`src/rtl/uart_cmd_ctrl.sv`:
```
// UART peek/poke sequencer: 'W' hi lo data -> 'K', 'R' hi lo -> byte, other -> '?'.
// Bus request one cycle after last byte; response waits while uart_busy is high.
`timescale 1ns/1ps
module uart_cmd_ctrl #(
  parameter int unsigned TIMEOUT_CYCLES = 65535,
  parameter int unsigned ADDR_WIDTH     = 16
) (
  input  logic                  clk50MHz,
  input  logic                  rst_n,
  input  logic [7:0]            rx_data,
  input  logic                  rx_valid,
  input  logic                  uart_busy,
  output logic [7:0]            tx_data,
  output logic                  tx_valid,
  output logic [ADDR_WIDTH-1:0] mem_addr,
  output logic [7:0]            mem_wdata,
  output logic                  mem_we,
  output logic                  mem_re,
  input  logic [7:0]            mem_rdata,
  input  logic                  mem_ack,
  output logic                  ctrl_busy,
  output logic                  err_timeout,
  output logic                  rx_dropped
);
  localparam logic [7:0] OP_WR   = 8'h57;
  localparam logic [7:0] OP_RD   = 8'h52;
  localparam logic [7:0] RSP_OK  = 8'h4B;
  localparam logic [7:0] RSP_BAD = 8'h3F;

  typedef enum logic [3:0] {
    IDLE, ADDR_HI, ADDR_LO, WDATA, BUS_WR, BUS_RD, TX_SEND, TX_WAIT_HI, TX_WAIT_LO
  } state_t;

  state_t                  state, state_nxt;
  logic                    is_wr, is_wr_nxt;
  logic [7:0]              addr_hi, addr_hi_nxt;
  logic [15:0]             cnt, cnt_nxt;
  logic [7:0]              tx_data_nxt;
  logic [ADDR_WIDTH-1:0]   mem_addr_nxt;
  logic [7:0]              mem_wdata_nxt;
  logic                    dropped_nxt;
  logic                    tmo_nxt;
  logic                    timeout;

  // Fires on the cycle the counter would reach the limit; beats a coincident byte.
  assign timeout = (state inside {ADDR_HI, ADDR_LO, WDATA}) &&
                   (({1'b0, cnt} + 17'd1) == 17'(TIMEOUT_CYCLES));

  always_comb begin
    state_nxt     = state;
    is_wr_nxt     = is_wr;
    addr_hi_nxt   = addr_hi;
    cnt_nxt       = 16'd0;
    tx_data_nxt   = tx_data;
    mem_addr_nxt  = mem_addr;
    mem_wdata_nxt = mem_wdata;
    dropped_nxt   = rx_dropped;
    tmo_nxt       = 1'b0;
    case (state)
      IDLE: begin
        if (rx_valid) begin
          if (rx_data == OP_WR || rx_data == OP_RD) begin
            is_wr_nxt = (rx_data == OP_WR);
            state_nxt = ADDR_HI;
          end else begin
            tx_data_nxt = RSP_BAD;
            state_nxt   = TX_SEND;
          end
        end
      end
      ADDR_HI, ADDR_LO, WDATA: begin
        if (timeout) begin
          tmo_nxt   = 1'b1;
          state_nxt = IDLE;
        end else if (rx_valid) begin
          if (state == ADDR_HI) begin
            addr_hi_nxt = rx_data;
            state_nxt   = ADDR_LO;
          end else if (state == ADDR_LO) begin
            mem_addr_nxt = ADDR_WIDTH'({addr_hi, rx_data});
            state_nxt    = is_wr ? WDATA : BUS_RD;
          end else begin
            mem_wdata_nxt = rx_data;
            state_nxt     = BUS_WR;
          end
        end else begin
          cnt_nxt = cnt + 16'd1;
        end
      end
      BUS_WR: begin
        if (mem_ack) begin
          tx_data_nxt = RSP_OK;
          state_nxt   = TX_SEND;
        end
      end
      BUS_RD: begin
        if (mem_ack) begin
          tx_data_nxt = mem_rdata;
          state_nxt   = TX_SEND;
        end
      end
      TX_SEND:    if (!uart_busy) state_nxt = TX_WAIT_HI;
      TX_WAIT_HI: if (uart_busy)  state_nxt = TX_WAIT_LO;
      TX_WAIT_LO: if (!uart_busy) state_nxt = IDLE;
      default:    state_nxt = IDLE;
    endcase
    if (rx_valid && (state inside {BUS_WR, BUS_RD, TX_SEND, TX_WAIT_HI, TX_WAIT_LO}))
      dropped_nxt = 1'b1;
  end

  always_ff @(posedge clk50MHz or negedge rst_n) begin
    if (!rst_n) begin
      state       <= IDLE;
      is_wr       <= 1'b0;
      addr_hi     <= 8'h00;
      cnt         <= 16'd0;
      tx_data     <= 8'h00;
      tx_valid    <= 1'b0;
      mem_addr    <= '0;
      mem_wdata   <= 8'h00;
      mem_we      <= 1'b0;
      mem_re      <= 1'b0;
      ctrl_busy   <= 1'b0;
      err_timeout <= 1'b0;
      rx_dropped  <= 1'b0;
    end else begin
      state       <= state_nxt;
      is_wr       <= is_wr_nxt;
      addr_hi     <= addr_hi_nxt;
      cnt         <= cnt_nxt;
      tx_data     <= tx_data_nxt;
      tx_valid    <= (state == TX_SEND) && !uart_busy;
      mem_addr    <= mem_addr_nxt;
      mem_wdata   <= mem_wdata_nxt;
      mem_we      <= (state_nxt == BUS_WR);
      mem_re      <= (state_nxt == BUS_RD);
      ctrl_busy   <= (state_nxt != IDLE);
      err_timeout <= tmo_nxt;
      rx_dropped  <= dropped_nxt;
    end
  end
endmodule
```
`config.mk`:
```
export PLATFORM = sky130hd
export DESIGN_NAME = uart_cmd_ctrl
export DESIGN_NICKNAME = d
export VERILOG_FILES = /design/src/rtl/uart_cmd_ctrl.sv
export SDC_FILE = /design/constraint.sdc
export NUM_CORES = 1
export LEC_CHECK = 0
export CELL_PAD_IN_SITES_DETAIL_PLACEMENT = 0
export CELL_PAD_IN_SITES_GLOBAL_PLACEMENT = 1
export CORE_MARGIN = 1.5
export CORE_UTILIZATION = 25
export CTS_BUF_LIST = sky130_fd_sc_hd__clkbuf_4 sky130_fd_sc_hd__clkbuf_8
export DETAILED_ROUTE_END_ITERATION = 8
export PLACE_DENSITY_LB_ADDON = 0.1
export SLEW_MARGIN = 10
export SYNTH_ARGS = -nofsm -noshare
export SYNTH_HDL_FRONTEND = slang
export SYNTH_SLANG_ARGS = --single-unit
export TNS_END_PERCENT = 10
```
`constraint.sdc`:
```
create_clock -name clk50MHz -period 5.2 [get_ports clk50MHz]
set_input_delay 0.52 -clock clk50MHz [delete_from_list [all_inputs] [get_ports clk50MHz]]
set_output_delay 0.52 -clock clk50MHz [all_outputs]
set_load 0.005 [all_outputs]
```
==> impl_metrics.toml, run 1 <==
[synth]
syn_area_mm2 = 0.003120
ys_ff_latch = 67
yosysSeqAreaShare_pct = 53.73
synthFlopType = "dfrtp_1"
synth_nets = 296
synth.distinct_cells = 46
synth.avg_cell_area_um2 = 11.43
synth_edf_count = 0
ys.warnings.count = 0
async_flop_share_pct = 100.0
synthCells = 273

[clocking]
cts_setup_buffers = 0
cts_hold_repair.buffers = 0
clk_pin_slew_ns = 0.07
cts_tree = "yes"
numCtsBuffers = 9
cts_resized = 0
cts-root-buf = "clkbuf_8"
cts.path.max_buffers = 2
htreeDepth = 3
clock-sinks = 67
clk_latency_ns = 0.36

[floorplan]
rows = 40
die_w_um = 114.7
core_area_mm2 = 0.01211
die_h_um = 114.7
start_util_pct = 25.76
ioPinCount = 59
die_area_mm2 = 0.01316

[global_routing]
grt_usage_pct = 12.91
first_global_vias = 2365
grt_pass1_wl_um = 12620
grt_remaining_overflow = 0
antenna_found_initial = 0
grt_max_degree = 68

[sta]
slew_headroom_pct = 40.53
fin_crit_sh_pct = 59.72
setup_tns_ns = 0
min_period_ns = 3.105
skew_ns = 0.008429
maxSlewViolCount = 0
rsz0062_at_grt = "false"
worst_pin_slew_ns = 0.8920
finalWorstSetupSlack_ns = 2.095
fmax_ghz = 0.3220
setup_viol = 0
timing.hold.ws_ns = 0.3527
hold_viol = 0

[place]
dp_hpwl_um = 5161
gp_congestion = 0.7272
dp_cells = 490
place_area_mm2 = 0.003866
io_buffers = 58
dp_slack_ns = 2.092

[finish]
diodes = 0
stdcell_area_mm2 = 0.004079
nNetsFinal = 356
syn_to_final_growth_pct = 30.71
n_fill_cell = 1274
drive_gt1_share_pct = 17.46
mostFrequentLayoutCell = "dfrtp_1"
stdcell_count = 506
final_cell_mix = "dfrtp_1, clkdlybuf4s50_1, nor2_1, mux2_2, a21oi_1"
final_util_pct = 33.68

[power]
switching_power_mw = 0.5839
p_int_mw = 1.346
power_density_mw_per_mm2 = 473.2
leakage_nw = 1.603
combPwrFrac_pct = 34.4
clkPwrFrac_pct = 24.2
ir_drop_v = 0.0001057
finalPower_mw = 1.930
power_frac_seq_pct = 41.4
switching_share_pct = 30.25

[route]
drtPass1Iterations = 4
vias = 2230
first_iter_violations = 126
routedWlPerCell_um = 14.91
totalWireLength_um = 7544
drc = 0
vias_per_cell = 4.407
final_antenna_net_count = 0

[critical_path]
path_max_fanout = 16
required_ns = 5.42
cp-start-kind = "flip-flop"
worstSetupEndpointType = "flip-flop"
crit_arrival_ns = 3.32
crit_type = "reg2reg"

[run_status]
status = "finished, final reports clean"

[hold_path]
hold_class = "in2async"

[job]
maxCapViolations = 0
==> final cells by class <==
cell class,count,area [µm²],area share [%]
inverter,8,30.03,0.7362
sequential,67,1677,41.10
clock inverter,3,46.29,1.135
tap,168,210.2,5.153
timing repair buffer,60,590.6,14.48
multi-input combinational,187,1359,33.31
clock buffer,13,166.4,4.080
==> power by group through the flow <==
stage	clock (mW)	combinational (mW)	sequential, mW
floorplan	0	0.358	0.778
global placement	0	0.681	0.807
detailed placement	0	0.674	0.811
CTS	0.489	0.679	0.802
global route	0.516	0.738	0.826
finish	0.467	0.664	0.798
==> metal layers <==
metal | track usage [%] | share of wire (%) | up-vias
met5 | 0 | 0 | -
met4 | 7.160 | 2.1 | 0
met3 | 3.388 | 3.7 | 11
met2 | 19.28 | 45 | 42
met1 | 17.06 | 49 | 1091
li1 | - | - | 1086
==> logic make-up (layout without fill, tap and decap cells) <==
| logic type | after synthesis | count (layout) | share of synthesized area [%] |
|---|---|---|---|
| mux | 34 | 34 | 13.43 |
| compound gates | 40 | 40 | 8.461 |
| xor+xnor | 13 | 13 | 3.649 |
| buf+inv | 19 | 84 | 2.726 |
| simple gates | 98 | 98 | 17.20 |
| flops | 67 | 67 | 53.73 |
| fa+ha+maj | 2 | 2 | 0.8018 |
==> cells in the mapped netlist, types with 3 or more instances <==
library cell  count  area, µm²
nand3_1           7      35.03
nor3_1            3      15.01
nor2b_1           7      43.79
inv_1             8      30.03
nor2_1           32      120.1
a21oi_1          13      65.06
clkbuf_1          5      18.77
o21ai_0           8      40.04
buf_2             5      25.02
a31oi_1           6      37.54
mux2_4           10      150.1
nand4_1           8      50.05
nand2_1          12      45.04
dfrtp_1          67       1677
nand3b_1          3      22.52
xor2_1            7      61.31
nand2b_1          7      43.79
nor4_1            5      31.28
xnor2_1           6      52.55
mux2_2           23      259.0
==> registers in the layout (all words and copies together) (netlist names) <==
name,flops
rx_dropped,1
err_timeout,1
state,4
ctrl_busy,1
addr_hi,8
mem_addr,16
is_wr,1
mem_we,1
mem_re,1
tx_data,8
mem_wdata,8
tx_valid,1
cnt,16
==> final timing paths <==
path / start / endpoint / slack (ns) / cells after the start
worst max-delay path: cnt[0] / cnt[3] / 2.09 / 8
worst min-delay path: rst_n / tx_data[2] / 0.35 / 2
worst max register to register: cnt[0] / cnt[3] / 2.09 / 8
worst min register to register: rx_dropped / rx_dropped / 0.47 / 1
max in group asynchronous: rst_n / ctrl_busy / 4.24 / 2
min in group clk50MHz: rx_dropped / rx_dropped / 0.47 / 1
==> worst max-delay path: stages (launching register included) <==
cell and delay, ns:
dfrtp_1 0.49, ha_1 0.44, nand3_1 0.14, xor2_1 0.19, a2111oi_2 0.33, or4b_4 0.52, o21ai_4 0.20, or3_1 0.54
nor2_1 0.10
No activity file was read; power rests on OpenSTA's default activity.
==> inputs of run 2 (changes only) <==
clock period = 2.6 ns   (was 5.2 ns; I/O delays follow)
==> impl_metrics.toml, run 2 (synthesis results as in run 1) <==
[place]
dp_cells = 530
dp_slack_ns = -0.1153
gp_congestion = 0.7547
io_buffers = 58
dp_hpwl_um = 5584

[finish]
multi_input_area_mm2 = 0.001413
drive_gt1_share_pct = 28.57
stdcell_count = 546
final_cell_mix = "dfrtp_1, clkdlybuf4s50_1, buf_4, nor2_1, mux2_2"
mostFrequentLayoutCell = "dfrtp_1"
seqCellArea_mm2 = 0.001678
diodes = 0
nNetsFinal = 396
syn_to_final_growth_pct = 42.50
n_fill_cell = 1243
top_regs = "cnt x16, mem_addr x16"

[sta]
slew_headroom_pct = 42.19
skew_ns = 0.007703
min_period_ns = 2.624
rsz0062_at_grt = "true"
fmax_ghz = 0.3811
fin_crit_sh_pct = 100.9
setup_viol = 10
hold_viol = 0
timing.hold.ws_ns = 0.1024
worst_pin_slew_ns = 0.8671
maxSlewViolCount = 0
finalWorstSetupSlack_ns = -0.02368

[critical_path]
crit_type = "reg2reg"
crit_arrival_ns = 2.86
path_max_fanout = 16
worstPathCellList = "ha_2 > nand3_1 > xor2_1 > a2111oi_4 > or4b_4 > o21ai_4 > nor3_4 > buf_12 > mux2_4"
max_stage_delay_ns = 0.51
r2r_setup_slack_ns = -0.02
cp-start-kind = "flip-flop"
worstSetupEndpointType = "flip-flop"
path_delay_family = "simple AND/OR/NAND/NOR gates"
path_buf_inv = 1
critPathSlowestCell = "or4b_4"
required_ns = 2.83

[route]
vias = 2379
routedWlPerCell_um = 14.06
final_antenna_net_count = 0
vias_per_cell = 4.357
drc = 0
totalWireLength_um = 7679
first_iter_violations = 80
drtPass1Iterations = 4

[global_routing]
grt_max_degree = 68
antenna_found_initial = 0
grt_remaining_overflow = 0
grt_usage_pct = 12.49
first_global_vias = 2466
grt_pass1_wl_um = 12500

[power]
ir_drop_v = 0.0002273
leakage_nw = 1.817
power_density_mw_per_mm2 = 888.1

[clocking]
numCtsBuffers = 9
cts_setup_buffers = 0
cts_tree = "yes"
clock-sinks = 67
clk_latency_ns = 0.35
clk_pin_slew_ns = 0.07
htreeDepth = 3
cts.path.max_buffers = 2
cts_hold_repair.buffers = 0
cts-root-buf = "clkbuf_8"

[floorplan]
start_util_pct = 25.76
ioPinCount = 59
rows = 40
die_h_um = 114.7
die_area_mm2 = 0.01316
core_area_mm2 = 0.01211
die_w_um = 114.7

[run_status]
violations = "setup timing"
status = "finished with violations"

[hold_path]
hold_class = "in2async"

[job]
maxCapViolations = 0
run 2: final cells by class:
class                   count  share of cell area, %
clock buffers              10                  2.954
repair buffers            100                  20.68
inverters                   8                 0.6753
flip-flops and latches     67                  37.73
clock inverters             6                  1.463
well taps                 168                  4.727
multi-input cells         187                  31.77
run 2: stage by stage:
stage	cell area [µm²]	util (%)	total power, mW	TNS (ns)
2_1_floorplan	3143	-	2.291	0
3_3_place_gp	4207	34.73	3.097	-2.167
3_5_place_dp	4207	34.73	3.108	-2.667
4_1_cts	4433	36.60	4.026	-0.4235
5_1_grt	4447	36.71	4.222	-5.797
6_report	4447	36.71	3.949	-0.1778
run 2: power breakdown:
part | total (mW) | leakage [nW] | internal [mW] | switching, mW
clock | 0.881 | 0.100 | 0.455 | 0.426
sequential | 1.54 | 0.839 | 1.37 | 0.167
combinational | 1.53 | 0.877 | 0.913 | 0.617
total | 3.95 | 1.82 | 2.74 | 1.21
run 2: timing repair:
item,in CTS,in global routing
gates resized for setup,6,4
pin swaps,1,3
setup endpoints to repair,36,52
run 2: routing by layer:
layer | vias to the layer above | global-route usage [%] | part of all wire (%)
met5 | - | 0 | 0
met4 | 0 | 6.420 | 1.8
met3 | 10 | 2.382 | 3.5
met2 | 35 | 21.00 | 48
met1 | 1166 | 15.31 | 46
li1 | 1168 | - | -
run 2: final timing paths:
kind | from | endpoint | cells after the start
hold reg to reg | rx_dropped | rx_dropped | 1
max in group asynchronous | rst_n | cnt[1] | 2
setup / recovery | cnt[1] | mem_addr[14] | 9
min in group clk50MHz | rx_dropped | rx_dropped | 1
setup reg to reg | cnt[1] | mem_addr[14] | 9
hold / removal | rst_n | tx_data[2] | 2
